$ cat config.mk
export PLATFORM = sky130hd
export DESIGN_NAME = hack_mem_arbiter_flat
export DESIGN_NICKNAME = d
export VERILOG_FILES = /design/src/rtl/hack_mem_pkg.sv /design/src/rtl/hack_mem_arbiter_if.sv /design/src/rtl/hack_mem_arbiter.sv /design/src/flat_wrapper.sv
export SDC_FILE = /design/constraint.sdc
export NUM_CORES = 1
export LEC_CHECK = 0
export ABC_AREA = 1
export CAP_MARGIN = 20
export CORE_MARGIN = 2
export CORE_UTILIZATION = 37
export CTS_BUF_LIST = sky130_fd_sc_hd__clkbuf_4 sky130_fd_sc_hd__clkbuf_8
export DETAILED_ROUTE_END_ITERATION = 10
export GPL_ROUTABILITY_DRIVEN = 0
export HOLD_SLACK_MARGIN = 0.1
export PLACE_DENSITY = 0.83
export REMOVE_ABC_BUFFERS = 1
export SETUP_SLACK_MARGIN = 0.15
export SLEW_MARGIN = 15
export SYNTH_ARGS = -nofsm -noshare
export SYNTH_HDL_FRONTEND = slang
export SYNTH_SLANG_ARGS = --single-unit
$ cat constraint.sdc
create_clock -name CLK_100MHz -period 1.7 [get_ports CLK_100MHz]
set_clock_uncertainty 0.05 [all_clocks]
set_input_delay 0.17 -clock CLK_100MHz [delete_from_list [all_inputs] [get_ports CLK_100MHz]]
set_output_delay 0.17 -clock CLK_100MHz [all_outputs]
set_load 0.005 [all_outputs]
$ cat src/rtl/hack_mem_pkg.sv
// Shared definitions for the Hack data-RAM arbiter: default bus widths and
// the read-return owner tag.
package hack_mem_pkg;

    localparam int ADDR_W = 11;
    localparam int DATA_W = 16;

    typedef enum logic [1:0] {
        OWN_NONE = 2'd0,
        OWN_CPU  = 2'd1,
        OWN_HOST = 2'd2
    } owner_t;

endpackage

$ cat src/rtl/hack_mem_arbiter_if.sv
// Bundle of the CPU port, host port and RAM-side signals around the arbiter.
// The slave modport is the arbiter's view; master is the surrounding system.
interface hack_mem_arbiter_if #(
    parameter int ADDR_W = hack_mem_pkg::ADDR_W,
    parameter int DATA_W = hack_mem_pkg::DATA_W
);
    logic              cpu_req;
    logic              cpu_we;
    logic [ADDR_W-1:0] cpu_addr;
    logic [DATA_W-1:0] cpu_wdata;
    logic              cpu_gnt;
    logic              cpu_rvalid;
    logic [DATA_W-1:0] cpu_rdata;
    logic              cpu_stall;

    logic              host_req;
    logic              host_we;
    logic [ADDR_W-1:0] host_addr;
    logic [DATA_W-1:0] host_wdata;
    logic              host_gnt;
    logic              host_rvalid;
    logic [DATA_W-1:0] host_rdata;
    logic              host_lock;

    logic              ram_en;
    logic              ram_we;
    logic [ADDR_W-1:0] ram_addr;
    logic [DATA_W-1:0] ram_wdata;
    logic [DATA_W-1:0] ram_rdata;

    modport slave (
        input  cpu_req, cpu_we, cpu_addr, cpu_wdata,
        output cpu_gnt, cpu_rvalid, cpu_rdata, cpu_stall,
        input  host_req, host_we, host_addr, host_wdata, host_lock,
        output host_gnt, host_rvalid, host_rdata,
        output ram_en, ram_we, ram_addr, ram_wdata,
        input  ram_rdata
    );

    modport master (
        output cpu_req, cpu_we, cpu_addr, cpu_wdata,
        input  cpu_gnt, cpu_rvalid, cpu_rdata, cpu_stall,
        output host_req, host_we, host_addr, host_wdata, host_lock,
        input  host_gnt, host_rvalid, host_rdata,
        input  ram_en, ram_we, ram_addr, ram_wdata,
        output ram_rdata
    );
endinterface

$ cat src/rtl/hack_mem_arbiter.sv
// Shares the single-port data RAM between the Hack CPU and a host/loader port:
// CPU fixed priority, bounded host starvation, host lock, 1-cycle read return.
module hack_mem_arbiter #(
    parameter int ADDR_W        = hack_mem_pkg::ADDR_W,
    parameter int DATA_W        = hack_mem_pkg::DATA_W,
    parameter int HOST_MAX_WAIT = 8
) (
    input logic               CLK_100MHz,
    input logic               RST_N,
    hack_mem_arbiter_if.slave bus
);
    import hack_mem_pkg::*;

    localparam int             WCW      = $clog2(HOST_MAX_WAIT + 1);
    localparam logic [WCW-1:0] WAIT_MAX = WCW'(HOST_MAX_WAIT);

    logic              cpu_win_s;
    logic              host_win_s;
    logic [WCW-1:0]    wait_cnt_d;
    logic [WCW-1:0]    wait_cnt_q;
    owner_t            rd_owner_d;
    owner_t            rd_owner_q;
    logic [DATA_W-1:0] cpu_rdata_d;
    logic [DATA_W-1:0] cpu_rdata_q;
    logic [DATA_W-1:0] host_rdata_d;
    logic [DATA_W-1:0] host_rdata_q;

    // Winner selection; grants are suppressed while reset is asserted.
    always_comb begin
        cpu_win_s  = 1'b0;
        host_win_s = 1'b0;
        if (!RST_N) begin
            cpu_win_s  = 1'b0;
            host_win_s = 1'b0;
        end else if (bus.host_lock) begin
            host_win_s = bus.host_req;
        end else if (bus.cpu_req && bus.host_req) begin
            host_win_s = (wait_cnt_q == WAIT_MAX);
            cpu_win_s  = (wait_cnt_q != WAIT_MAX);
        end else begin
            cpu_win_s  = bus.cpu_req;
            host_win_s = bus.host_req;
        end
    end

    // RAM drive muxed from the winner; idle cycles never write.
    always_comb begin
        bus.cpu_gnt   = cpu_win_s;
        bus.host_gnt  = host_win_s;
        bus.cpu_stall = bus.cpu_req & ~cpu_win_s & RST_N;
        bus.ram_en    = cpu_win_s | host_win_s;
        if (host_win_s) begin
            bus.ram_we    = bus.host_we;
            bus.ram_addr  = bus.host_addr;
            bus.ram_wdata = bus.host_wdata;
        end else if (cpu_win_s) begin
            bus.ram_we    = bus.cpu_we;
            bus.ram_addr  = bus.cpu_addr;
            bus.ram_wdata = bus.cpu_wdata;
        end else begin
            bus.ram_we    = 1'b0;
            bus.ram_addr  = bus.cpu_addr;
            bus.ram_wdata = bus.cpu_wdata;
        end
    end

    // Host starvation counter: saturating count of lost cycles while requesting.
    always_comb begin
        wait_cnt_d = wait_cnt_q;
        if (host_win_s) begin
            wait_cnt_d = {WCW{1'b0}};
        end else if (bus.host_req && RST_N && (wait_cnt_q != WAIT_MAX)) begin
            wait_cnt_d = wait_cnt_q + WCW'(1'b1);
        end else begin
            wait_cnt_d = wait_cnt_q;
        end
    end

    // Read-owner tag for the access accepted this cycle.
    always_comb begin
        rd_owner_d = OWN_NONE;
        if (cpu_win_s && !bus.cpu_we) begin
            rd_owner_d = OWN_CPU;
        end else if (host_win_s && !bus.host_we) begin
            rd_owner_d = OWN_HOST;
        end else begin
            rd_owner_d = OWN_NONE;
        end
    end

    // Return path: the owner sees RAM data now and keeps it afterwards.
    always_comb begin
        cpu_rdata_d  = cpu_rdata_q;
        host_rdata_d = host_rdata_q;
        case (rd_owner_q)
            OWN_CPU:  cpu_rdata_d  = bus.ram_rdata;
            OWN_HOST: host_rdata_d = bus.ram_rdata;
            default: begin
                cpu_rdata_d  = cpu_rdata_q;
                host_rdata_d = host_rdata_q;
            end
        endcase
        bus.cpu_rvalid  = (rd_owner_q == OWN_CPU);
        bus.host_rvalid = (rd_owner_q == OWN_HOST);
        bus.cpu_rdata   = cpu_rdata_d;
        bus.host_rdata  = host_rdata_d;
    end

    // State registers.
    always_ff @(posedge CLK_100MHz or negedge RST_N) begin
        if (!RST_N) begin
            wait_cnt_q   <= {WCW{1'b0}};
            rd_owner_q   <= OWN_NONE;
            cpu_rdata_q  <= {DATA_W{1'b0}};
            host_rdata_q <= {DATA_W{1'b0}};
        end else begin
            wait_cnt_q   <= wait_cnt_d;
            rd_owner_q   <= rd_owner_d;
            cpu_rdata_q  <= cpu_rdata_d;
            host_rdata_q <= host_rdata_d;
        end
    end

endmodule

$ cat src/flat_wrapper.sv
// flat-port wrapper written by rule: the top's interface ports become plain ports
module hack_mem_arbiter_flat import hack_mem_pkg::*;
#(
    parameter int ADDR_W        = hack_mem_pkg::ADDR_W,
    parameter int DATA_W        = hack_mem_pkg::DATA_W,
    parameter int HOST_MAX_WAIT = 8
)
  (CLK_100MHz, RST_N, bus_cpu_req, bus_cpu_we, bus_cpu_addr, bus_cpu_wdata, bus_cpu_gnt, bus_cpu_rvalid, bus_cpu_rdata, bus_cpu_stall, bus_host_req, bus_host_we, bus_host_addr, bus_host_wdata, bus_host_lock, bus_host_gnt, bus_host_rvalid, bus_host_rdata, bus_ram_en, bus_ram_we, bus_ram_addr, bus_ram_wdata, bus_ram_rdata);
  hack_mem_arbiter_if #(.ADDR_W(ADDR_W), .DATA_W(DATA_W)) bus_i ();
  input logic CLK_100MHz;
  input logic RST_N;
  input wire logic [$bits(bus_i.cpu_req)-1:0] bus_cpu_req;
  input wire logic [$bits(bus_i.cpu_we)-1:0] bus_cpu_we;
  input wire logic [$bits(bus_i.cpu_addr)-1:0] bus_cpu_addr;
  input wire logic [$bits(bus_i.cpu_wdata)-1:0] bus_cpu_wdata;
  output wire logic [$bits(bus_i.cpu_gnt)-1:0] bus_cpu_gnt;
  output wire logic [$bits(bus_i.cpu_rvalid)-1:0] bus_cpu_rvalid;
  output wire logic [$bits(bus_i.cpu_rdata)-1:0] bus_cpu_rdata;
  output wire logic [$bits(bus_i.cpu_stall)-1:0] bus_cpu_stall;
  input wire logic [$bits(bus_i.host_req)-1:0] bus_host_req;
  input wire logic [$bits(bus_i.host_we)-1:0] bus_host_we;
  input wire logic [$bits(bus_i.host_addr)-1:0] bus_host_addr;
  input wire logic [$bits(bus_i.host_wdata)-1:0] bus_host_wdata;
  input wire logic [$bits(bus_i.host_lock)-1:0] bus_host_lock;
  output wire logic [$bits(bus_i.host_gnt)-1:0] bus_host_gnt;
  output wire logic [$bits(bus_i.host_rvalid)-1:0] bus_host_rvalid;
  output wire logic [$bits(bus_i.host_rdata)-1:0] bus_host_rdata;
  output wire logic [$bits(bus_i.ram_en)-1:0] bus_ram_en;
  output wire logic [$bits(bus_i.ram_we)-1:0] bus_ram_we;
  output wire logic [$bits(bus_i.ram_addr)-1:0] bus_ram_addr;
  output wire logic [$bits(bus_i.ram_wdata)-1:0] bus_ram_wdata;
  input wire logic [$bits(bus_i.ram_rdata)-1:0] bus_ram_rdata;
  assign bus_i.cpu_req = bus_cpu_req;
  assign bus_i.cpu_we = bus_cpu_we;
  assign bus_i.cpu_addr = bus_cpu_addr;
  assign bus_i.cpu_wdata = bus_cpu_wdata;
  assign bus_cpu_gnt = bus_i.cpu_gnt;
  assign bus_cpu_rvalid = bus_i.cpu_rvalid;
  assign bus_cpu_rdata = bus_i.cpu_rdata;
  assign bus_cpu_stall = bus_i.cpu_stall;
  assign bus_i.host_req = bus_host_req;
  assign bus_i.host_we = bus_host_we;
  assign bus_i.host_addr = bus_host_addr;
  assign bus_i.host_wdata = bus_host_wdata;
  assign bus_i.host_lock = bus_host_lock;
  assign bus_host_gnt = bus_i.host_gnt;
  assign bus_host_rvalid = bus_i.host_rvalid;
  assign bus_host_rdata = bus_i.host_rdata;
  assign bus_ram_en = bus_i.ram_en;
  assign bus_ram_we = bus_i.ram_we;
  assign bus_ram_addr = bus_i.ram_addr;
  assign bus_ram_wdata = bus_i.ram_wdata;
  assign bus_i.ram_rdata = bus_ram_rdata;
  hack_mem_arbiter #(.ADDR_W(ADDR_W), .DATA_W(DATA_W), .HOST_MAX_WAIT(HOST_MAX_WAIT)) u_core (.CLK_100MHz(CLK_100MHz), .RST_N(RST_N), .bus(bus_i));
endmodule
==> impl_metrics.tcl, run 1 <==
set metrics [dict create \
    place.detailed.instances 495 \
    sequential_fraction_of_the_synthesis_area 0.449 \
    mappedNetlistArea_um2 2120 \
    synth-warning-count 0 \
    clockBufferDepth 2 \
    port_buffers 142 \
    ys_seq_elements 38 \
    gr-total-overflow 158 \
    lastStage "5_1_grt" \
    worstEndpointGrtRepair "bus_ram_wdata[0]" \
    width_of_the_chip_um 79.6 \
    worst_endpoint_kind "top-level output" \
    clock-root-buffer "sky130_fd_sc_hd__clkbuf_8" \
    grt_max_degree 40 \
    error "[ERROR GRT-0232] Routing congestion too high. Check the congestion heatmap in the GUI." \
    clkSinkCount 38 \
    synth.lib_cells_used.distinct 20 \
    synthesized_instance_count 263 \
    ioPinCount 143 \
    run_status "stopped before the end" \
    track_usage 0.782 \
    h-tree-depth 2 \
    dp_hpwl_um 5310 \
    detailedPlace.worstSlack_ps -397 \
    synthesis.area_per_instance_um2 8.04 \
    cts_made_buffers 5 \
    fp-row-count 27 \
    die_h_um 79.6 \
    start_util 0.384 \
]
-- metal layers --
metal,GRT usage,overflow
met1,0.743,2
met2,1.03,100
met3,0.497,1
met4,0.950,55
met5,0,0
-- stage by stage --
stage	setup TNS, ps	instance area [um2]
after CTS	-4980	4790
after detailed placement	-10700	3780
after global placement	-9710	3780
after floorplan	-8990	1970
-- synthesized netlist by cell type --
cell	n	share of area
sky130_fd_sc_hd__nand2_1	101	0.18
sky130_fd_sc_hd__dfrtp_1	38	0.45
sky130_fd_sc_hd__inv_1	22	0.039
sky130_fd_sc_hd__nand3_2	21	0.099
sky130_fd_sc_hd__o21ai_0	16	0.038
sky130_fd_sc_hd__o21ai_1	16	0.038
sky130_fd_sc_hd__nand3_1	12	0.028
sky130_fd_sc_hd__nor2_1	7	0.012
sky130_fd_sc_hd__buf_6	6	0.032
sky130_fd_sc_hd__buf_2	5	0.012
sky130_fd_sc_hd__inv_2	3	0.0053
sky130_fd_sc_hd__nand2_2	3	0.0089
sky130_fd_sc_hd__nand4_1	3	0.0089
sky130_fd_sc_hd__buf_12	2	0.019
sky130_fd_sc_hd__clkbuf_1	2	0.0035
sky130_fd_sc_hd__ha_1	2	0.012
sky130_fd_sc_hd__buf_4	1	0.0035
sky130_fd_sc_hd__nor2_4	1	0.0053
sky130_fd_sc_hd__o21bai_1	1	0.0035
sky130_fd_sc_hd__or2_1	1	0.0030
-- kinds of logic after synthesis --
logic type / Yosys count / synth area share
simple gates: 149 / 0.345
buf+inv: 41 / 0.114
flops: 38 / 0.449
compound gates: 33 / 0.0792
fa+ha+maj: 2 / 0.0118
-- repair_timing --
action / in CTS
setup endpoints to repair: 66
setup buffers: 54
pin swaps: 22
gates cloned: 9
gates resized for setup: 413
hold endpoints to repair: 38
hold buffers: 1
==> run 2, diff against run 1 <==
- CORE_UTILIZATION: 37 -> 30
- CTS_BUF_LIST: sky130_fd_sc_hd__clkbuf_4 sky130_fd_sc_hd__clkbuf_8 -> unset
- HOLD_SLACK_MARGIN: 0.1 -> unset
- PLACE_DENSITY: 0.83 -> unset
- PLACE_DENSITY_LB_ADDON: unset -> 0.15
- SETUP_SLACK_MARGIN: 0.15 -> unset
==> run 2 against run 1 <==
Against the previous run:
- the flow now finishes, with violations (setup timing)
- synthesized cell count unchanged
- synthesized area unchanged
==> impl_metrics.tcl, run 2 <==
set metrics [dict create \
    worstMarginPinSlew_ps 482 \
    synth_flop_cell "sky130_fd_sc_hd__dfrtp_1" \
    violations_in_the_final_reports "setup timing" \
    dp_hpwl_um 5240 \
    setup_ws_ps -182 \
    worstPathRequired_ps 1480 \
    crit_path_kind "reg -> out" \
    synthesis.area_per_instance_um2 8.04 \
    floorplan.die_area_um2 7740 \
    most-common-layout-cells "sky130_fd_sc_hd__clkdlybuf4s50_1 (75), sky130_fd_sc_hd__nand2_1 (53), sky130_fd_sc_hd__buf_2 (46)" \
    worst-endpoint-arrival_ps 1660 \
    synth_async_sr_flop_share 1.00 \
    layout_min_cycle_time_ps 1880 \
    vdd_drop_max_mv 0.358 \
    synth_enable_flop_cells 0 \
    antenna_diode_count 0 \
    biggestRegsByFlops "u_core.cpu_rdata_q (16), u_core.host_rdata_q (16), u_core.wait_cnt_q (4)" \
    drc_violations_left 0 \
    via_per_inst 4.44 \
    clock-root-buffer "sky130_fd_sc_hd__clkbuf_8" \
    clockBufferDepth 2 \
    syn_to_final_growth_pct 118 \
    relative_max_transition_margin 0.679 \
    start_util 0.311 \
    fmax_mhz 531 \
    first_global_vias 2516 \
    unrepaired_setup_endpoints_after_global_routing "true" \
    cpMaxStageDelayCell "sky130_fd_sc_hd__dfrtp_1" \
    finalMaxSlewViolations 0 \
    finalHoldViolCount 0 \
    cts_made_buffers 5 \
    placeableCoreArea_um2 6790 \
    initialDrtViolationCount 64 \
    finalSetupViolations 44 \
    width_of_the_chip_um 88.0 \
    crit_path_max_incr_delay_ps 390 \
    yosys-top-cells-area "sky130_fd_sc_hd__dfrtp_1 (45%), sky130_fd_sc_hd__nand2_1 (18%), sky130_fd_sc_hd__nand3_2 (9.9%)" \
    run_status "finished, violations left" \
    synth.top_cells.by_count "sky130_fd_sc_hd__nand2_1 (101), sky130_fd_sc_hd__dfrtp_1 (38), sky130_fd_sc_hd__inv_1 (22)" \
    mappedNetlistArea_um2 2120 \
    max_cap_viol_count 0 \
    clock_pin_slew_on_the_worst_setup_and_hold_paths_ps 70 \
    sequential_fraction_of_the_synthesis_area 0.449 \
    synth.lib_cells_used.distinct 20 \
    h-tree-depth 2 \
    critPathMostFrequentCell "sky130_fd_sc_hd__nand2_8" \
    grt_antenna_before_repair 1 \
    ioPinCount 143 \
    wl_per_cell_um 14.3 \
    crit_path_start_kind "flop" \
    yosysMostFrequentCell "sky130_fd_sc_hd__nand2_1" \
    finalCritPeriodShare 1.11 \
    track_usage 0.200 \
    layout-drive-gt1-share 0.537 \
    cts_tree "yes" \
    layout_commonest_cell "sky130_fd_sc_hd__clkdlybuf4s50_1" \
    count_of_placed_standard_cells_in_the_final_layout_fillers_left_out 565 \
    ys_seq_elements 38 \
    port_buffers 142 \
    nets 547 \
    endpoint_kind "output port" \
    netlist.top_cell.by_area "sky130_fd_sc_hd__dfrtp_1" \
    timing.critical_path.cells "inv_2 -> ha_4 -> nand3_4 -> nand2_8 -> nand2_8 -> buf_16 -> buf_8 -> nand2_2 -> nand2_1 -> buf_2" \
    worstSkewPairLatency_ps 280 \
    vias 2510 \
    drt_wl_total_um 8070 \
    die_h_um 88.0 \
    wire_length_of_the_first_global_routing_pass_um 12000 \
    timing.critical_path.fanout_max 5 \
    drt_pass1_iterations 4 \
    clkSinkCount 38 \
    fp-row-count 30 \
    hold_path.class "in -> reg" \
    place.detailed.instances 523 \
    grt_max_degree 39 \
    gr-total-overflow 0 \
    synth.top_cell.area_share 0.449 \
    detail-route-antenna-nets 0 \
    worst_hold_slack_ps 141 \
    synth-warning-count 0 \
    p_leak_uw 0.00227 \
    synthesized_instance_count 263 \
    p_per_area_nw_per_um2 697 \
]
## run 2: cell counts after synthesis
No cell type changed its count.
## run 2: critical path: cells and delay by family, from the launching register on
| family | cells | cell delay, ps |
|---|---|---|
| adder cells (fa/ha/maj) | 1 | 150 |
| buffers and inverters | 4 | 470 |
| flip-flops | 1 | 390 |
| AND/OR/NAND/NOR | 5 | 370 |
## run 2: path summary, 6_finish.rpt
check | end | slack [ps] | startpoint | cells after the start
setup / recovery | bus_ram_addr[2] | -180 | u_core.wait_cnt_q[0] | 10
hold / removal | u_core.wait_cnt_q[1] | 140 | RST_N | 3
setup reg to reg | u_core.wait_cnt_q[3] | 20 | u_core.wait_cnt_q[0] | 12
hold reg to reg | u_core.host_rdata_q[11] | 420 | u_core.host_rdata_q[11] | 2
max in group asynchronous | u_core.cpu_rdata_q[7] | 760 | RST_N | 3
min in group asynchronous | u_core.cpu_rdata_q[0] | 500 | RST_N | 3
## run 2: logic make-up (layout without fill, tap and decap cells)
kind of cell	Yosys count	after routing	share of synthesized area
adders and majority gates	2	2	0.0118
DFF	38	38	0.449
and+or+nand+nor	149	149	0.345
buffers and inverters	41	247	0.114
AOI/OAI and AO/OA	33	33	0.0792
## run 2: stage by stage
step	area, um2	total power, uW	util	setup slack, ps	TNS [ps]
2_1_floorplan	1970	1440	-	-290	-8990
3_3_place_gp	3840	2280	0.565	-347	-10070
3_5_place_dp	3840	2290	0.565	-382	-11140
4_1_cts	4490	3120	0.662	-197	-6180
5_1_grt	4610	3410	0.679	-271	-8000
6_report	4610	3220	0.679	-182	-4420
## run 2: report_power, final
part / internal (uW) / total (uW) / switching (uW)
Sequential: 1070 / 1150 / 79.6
Clock: 439 / 746 / 306
Combinational: 763 / 1320 / 560
Total: 2270 / 3220 / 946
## run 2: layout make-up
class | instances | area [um2]
fillers | 554 | 2180
repair buffers | 214 | 1940
multi-input cells | 184 | 1400
flip-flops and latches | 38 | 951
well taps | 96 | 120
inverters | 25 | 98.8
clock buffers | 7 | 76.3
clock inverters | 1 | 30.0
## run 2: metal layers
| metal | routed length [um] | vias to the layer above | track usage |
|---|---|---|---|
| met5 | 16 | - | 0 |
| met1 | 3070 | 1167 | 0.226 |
| met2 | 4350 | 79 | 0.366 |
| li1 | - | 1242 | - |
| met4 | 210 | 2 | 0.0755 |
| met3 | 428 | 20 | 0.0434 |
## run 2: timing repair
action	in CTS	in global routing
setup endpoints to repair	66	62
buffers inserted	24	9
hold buffers	1	0
pin swaps	11	14
resized for setup	326	87
endpoints found under the hold margin	38	0
gates cloned	7	1
Power figures use the tool's default switching activity.
==> run 3, diff against run 2 <==
- SKIP_LAST_GASP: unset -> 1
==> run 3 against run 2 <==
Against the previous run:
- fmax decreased by 0.62%
- worst hold slack better by 3.1 ps
- combinational power barely moved
- first-iteration DRC count fell by 3.1%
- sequential share of layout area decreased by 0.24 points
- clock-buffer cell count unchanged
- register-to-register slack got worse by 20 ps
- die area did not move
- largest power group unchanged
- critical endpoint is now bus_ram_wdata[1]
- cell area increased by 1.2%
- critical path depth unchanged
- the run still ends with setup timing left
- flip-flop and latch count is the same
- largest cell class unchanged
==> impl_metrics.tcl, run 3 (synthesized netlist as in run 2, its figures left out) <==
set metrics [dict create \
    relative_max_transition_margin 0.686 \
    floorplan.die_area_um2 7740 \
    worstSkewPairLatency_ps 280 \
    crit_path_kind "reg -> out" \
    place.detailed.instances 523 \
    fin_tns_setup_ps -4690 \
    detail-route-antenna-nets 0 \
    drc_violations_left 0 \
    worst_hold_slack_ps 144 \
    gr-total-overflow 0 \
    most-common-layout-cells "sky130_fd_sc_hd__clkdlybuf4s50_1 (75), sky130_fd_sc_hd__nand2_1 (60), sky130_fd_sc_hd__buf_4 (51)" \
    finalMaxSlewViolations 0 \
    cts_tree "yes" \
    biggestRegsByFlops "u_core.cpu_rdata_q (16), u_core.host_rdata_q (16), u_core.wait_cnt_q (4)" \
    port_buffers 142 \
    wl_per_cell_um 14.5 \
    clockBufferDepth 2 \
    max_cap_viol_count 0 \
    first_global_vias 2561 \
    via_per_inst 4.46 \
    finalHoldViolCount 0 \
    nets 552 \
    cts_made_buffers 5 \
    setup_ws_ps -194 \
    initialDrtViolationCount 62 \
    clock-root-buffer "sky130_fd_sc_hd__clkbuf_8" \
    final_cell_area_um2 4670 \
    violations_in_the_final_reports "setup timing" \
    syn_to_final_growth_pct 121 \
    run_status "finished, violations left" \
    fp-row-count 30 \
    crit_path_start_kind "flop" \
    layout_commonest_cell "sky130_fd_sc_hd__clkdlybuf4s50_1" \
    endpoint_kind "output port" \
    vdd_drop_max_mv 0.344 \
    grt_antenna_before_repair 0 \
    clkSinkCount 38 \
    finalSetupViolations 54 \
    p_leak_uw 0.00235 \
    globalRouteMet2Util 0.366 \
    placeableCoreArea_um2 6790 \
    dp_hpwl_um 5240 \
    most_utilized_layer_in_the_global_route_result "met2" \
    h-tree-depth 2 \
    finalCritPeriodShare 1.11 \
    p_per_area_nw_per_um2 690 \
    timing.critical_path.fanout_max 7 \
    die_h_um 88.0 \
    start_util 0.311 \
    grt_max_degree 39 \
    vias 2544 \
    layout_min_cycle_time_ps 1890 \
    gr-usage-met1 0.237 \
    layout-drive-gt1-share 0.500 \
    worstMarginPinSlew_ps 471 \
    width_of_the_chip_um 88.0 \
    track_usage 0.203 \
    drt_pass1_iterations 4 \
    unrepaired_setup_endpoints_after_global_routing "true" \
    fmax_mhz 528 \
    drt_wl_total_um 8290 \
    post-layout-total-power_uw 3220 \
    grt.met3_usage 0.0377 \
    wire_length_of_the_first_global_routing_pass_um 12200 \
    count_of_placed_standard_cells_in_the_final_layout_fillers_left_out 570 \
    hold_path.class "in -> reg" \
    worstPathRequired_ps 1480 \
    ioPinCount 143 \
    clock_pin_slew_on_the_worst_setup_and_hold_paths_ps 70 \
    placed_cell_areas_um2 3840 \
    antenna_diode_count 0 \
    worst-endpoint-arrival_ps 1670 \
]
## run 3: worst paths after layout
path                                         from                     end  slack [ps]  depth (start not counted)
min reg2reg                u_core.cpu_rdata_q[11]  u_core.cpu_rdata_q[11]         430                          2
min                                         RST_N    u_core.wait_cnt_q[1]         140                          3
min in group asynchronous                   RST_N   u_core.cpu_rdata_q[0]         500                          3
max                          u_core.wait_cnt_q[0]        bus_ram_wdata[1]        -190                         10
max in group asynchronous                   RST_N   u_core.cpu_rdata_q[6]         770                          3
max reg2reg                  u_core.wait_cnt_q[0]    u_core.wait_cnt_q[3]           0                         12
## run 3: timing repair
| item | CTS | global route |
|---|---|---|
| setup endpoints to repair | 66 | 64 |
| buffers inserted | 24 | 14 |
| gates resized for setup | 276 | 100 |
| hold buffers | 1 | 0 |
| pin swaps | 10 | 15 |
| hold endpoints to repair | 38 | 0 |
| cloned | 7 | 1 |
## run 3: power breakdown
| part | switching [uW] | internal [uW] | leakage [uW] | total, uW |
|---|---|---|---|---|
| clock | 306 | 439 | 0.0000524 | 745 |
| sequential | 73.9 | 1070 | 0.000472 | 1140 |
| combinational | 558 | 773 | 0.00183 | 1330 |
| total | 938 | 2280 | 0.00235 | 3220 |
## run 3: cell type report
type	instances	area (um2)
multi-input combinational	184	1340
inverter	25	98.8
tap	96	120
clock buffer	7	76.3
timing repair buffer	219	2050
fill	560	2130
clock inverter	1	30.0
sequential	38	951
## run 3: per-layer routing
| layer | vias to the layer above | wire length, um |
|---|---|---|
| met5 | - | 0 |
| met4 | 0 | 231 |
| met3 | 18 | 393 |
| met2 | 80 | 4510 |
| met1 | 1193 | 3150 |
| li1 | 1253 | - |
## run 3: per-stage QoR
stage	setup WS [ps]	utilization
floorplan	-290	-
global placement	-347	0.565
detailed placement	-382	0.565
CTS	-254	0.657
global route	-283	0.687
finish	-194	0.687
## run 3: critical path, stage by stage, from the launching register on
cell	delay, ps
sky130_fd_sc_hd__dfrtp_1	390
sky130_fd_sc_hd__inv_2	80
sky130_fd_sc_hd__ha_4	150
sky130_fd_sc_hd__nand3_4	90
sky130_fd_sc_hd__nand2_8	120
sky130_fd_sc_hd__nand2_8	70
sky130_fd_sc_hd__buf_16	140
sky130_fd_sc_hd__buf_12	130
sky130_fd_sc_hd__nand2_2	50
sky130_fd_sc_hd__nand2_1	40
sky130_fd_sc_hd__buf_2	120
==> run 4, diff against run 3 <==
- CORE_MARGIN: 2 -> 4
==> run 4 against run 3 <==
Against the previous run:
- the flow still finishes with violations (setup timing)
- via count increased by 1.5%
- utilization increased by 2.2 points
- fmax is 0.34% lower
- sequential power hardly changed
- wire length up 9.5%
- first-iteration DRC count rose by 79%
- cell count up 0.35%
- clock-buffer cell count fell by 1
- largest cell class unchanged
==> impl_metrics.tcl, run 4 (synthesized netlist as in run 2, its figures left out) <==
set metrics [dict create \
    run_status "finished, violations left" \
    violations_in_the_final_reports "setup timing" \
    clock-root-buffer "sky130_fd_sc_hd__clkbuf_8" \
    drt_wl_total_um 9080 \
    layout-drive-gt1-share 0.559 \
    worstSkewPairLatency_ps 290 \
    finish.utilization 0.709 \
    p_leak_uw 0.00239 \
    fmax_mhz 526 \
    placeableCoreArea_um2 6830 \
    floorplan.die_area_um2 8460 \
    drc_violations_left 0 \
    vias 2583 \
    die_h_um 92.0 \
    clock_pin_slew_on_the_worst_setup_and_hold_paths_ps 70 \
    initialDrtViolationCount 111 \
    grt_antenna_before_repair 0 \
    endpoint_kind "output port" \
    biggestRegsByFlops "u_core.cpu_rdata_q (16), u_core.host_rdata_q (16), u_core.wait_cnt_q (4)" \
    count_of_placed_standard_cells_in_the_final_layout_fillers_left_out 572 \
    cpMaxStageDelayCell "sky130_fd_sc_hd__dfrtp_1" \
    max_cap_viol_count 0 \
    fp-row-count 30 \
    layout_min_cycle_time_ps 1900 \
    worst-endpoint-arrival_ps 1680 \
    timing.critical_path.fanout_max 7 \
    unrepaired_setup_endpoints_after_global_routing "true" \
    finalHoldViolCount 0 \
    dp_hpwl_um 5500 \
    crit_path_kind "reg -> out" \
    layout_commonest_cell "sky130_fd_sc_hd__clkdlybuf4s50_1" \
    first_global_vias 2724 \
    antenna_diode_count 0 \
    drt_pass1_iterations 5 \
    finalSetupViolations 47 \
    wl_per_cell_um 15.9 \
    most-common-layout-cells "sky130_fd_sc_hd__clkdlybuf4s50_1 (75), sky130_fd_sc_hd__nand2_1 (47), sky130_fd_sc_hd__buf_4 (44)" \
    cts_tree "yes" \
    clkSinkCount 38 \
    relative_max_transition_margin 0.829 \
    crit_path_max_incr_delay_ps 390 \
    setup_ws_ps -200 \
    ioPinCount 143 \
    finalMaxSlewViolations 0 \
    grt_max_degree 21 \
    track_usage 0.209 \
    clockBufferDepth 2 \
    worstMarginPinSlew_ps 257 \
    detail-route-antenna-nets 0 \
    gr-total-overflow 0 \
    post-layout-total-power_uw 3260 \
    syn_to_final_growth_pct 129 \
    p_per_area_nw_per_um2 672 \
    width_of_the_chip_um 92.0 \
    hold_path.class "in -> reg" \
    place.detailed.instances 522 \
    crit_path_start_kind "flop" \
    timing.critical_path.cells "inv_2 -> ha_4 -> nand3_4 -> nand2_4 -> buf_6 -> nand2_8 -> buf_16 -> nand2_2 -> nand2_1 -> buf_2" \
    critPathBufInv 4 \
    finalCritPeriodShare 1.12 \
    h-tree-depth 2 \
    start_util 0.310 \
    top_cell_family_by_delay_on_the_critical_path "buffers and inverters" \
    nets 554 \
    worst_hold_slack_ps 287 \
    via_per_inst 4.52 \
    vdd_drop_max_mv 0.279 \
    port_buffers 142 \
    wire_length_of_the_first_global_routing_pass_um 13900 \
    worstPathRequired_ps 1480 \
    cts_made_buffers 5 \
]
[run 4: area by class of cell]
| cell class | count | area, um2 |
|---|---|---|
| timing repair buffer | 221 | 2160 |
| tap | 96 | 120 |
| clock buffer | 6 | 82.6 |
| inverter | 25 | 98.8 |
| multi-input combinational | 184 | 1420 |
| clock inverter | 2 | 12.5 |
| sequential | 38 | 951 |
| fill | 538 | 1990 |
[run 4: path summary, 6_finish.rpt]
kind | slack, ps | end | cells after the start | from
setup / recovery | -200 | bus_ram_wdata[11] | 10 | u_core.wait_cnt_q[0]
hold / removal | 290 | u_core.wait_cnt_q[0] | 5 | RST_N
setup reg to reg | 110 | u_core.wait_cnt_q[2] | 11 | u_core.wait_cnt_q[0]
hold reg to reg | 420 | u_core.host_rdata_q[5] | 2 | u_core.host_rdata_q[5]
max in group asynchronous | 890 | u_core.wait_cnt_q[2] | 4 | RST_N
min in group asynchronous | 400 | u_core.host_rdata_q[9] | 3 | RST_N
[run 4: timing repair]
item | 4_1_cts | 5_1_grt
cloned | 10 | 0
resized for setup | 333 | 98
hold buffers | 1 | 0
pin swaps | 7 | 10
setup endpoints to repair | 66 | 63
endpoints found under the hold margin | 38 | 0
setup buffers | 24 | 9
[run 4: worst register-to-register path: stages (launching register included)]
cell and delay [ps]:
sky130_fd_sc_hd__dfrtp_1 390, sky130_fd_sc_hd__inv_2 90, sky130_fd_sc_hd__ha_4 160, sky130_fd_sc_hd__nand3_4 80
sky130_fd_sc_hd__nand2_4 90, sky130_fd_sc_hd__buf_6 110, sky130_fd_sc_hd__nand2_8 80, sky130_fd_sc_hd__buf_16 170
sky130_fd_sc_hd__inv_6 50, sky130_fd_sc_hd__buf_4 90, sky130_fd_sc_hd__buf_4 90, sky130_fd_sc_hd__nor2_1 30
[run 4: per-layer routing]
| layer | GRT usage | part of all wire |
|---|---|---|
| met1 | 0.224 | 0.36 |
| met2 | 0.398 | 0.57 |
| met3 | 0.0525 | 0.053 |
| met4 | 0.0631 | 0.018 |
| met5 | 0 | 0 |
[run 4: metrics by stage]
stage	TNS (ps)	instance area, um2	worst slack (ps)
2_1_floorplan	-8990	1970	-290
3_3_place_gp	-11710	3840	-411
3_5_place_dp	-11980	3840	-424
4_1_cts	-6790	4540	-185
5_1_grt	-10220	4840	-302
6_report	-6240	4840	-200
[run 4: power by group]
part	internal [uW]	switching, uW	leakage, uW
registers	1070	85.1	0.000472
clock network	326	319	0.0000472
logic	844	614	0.00187
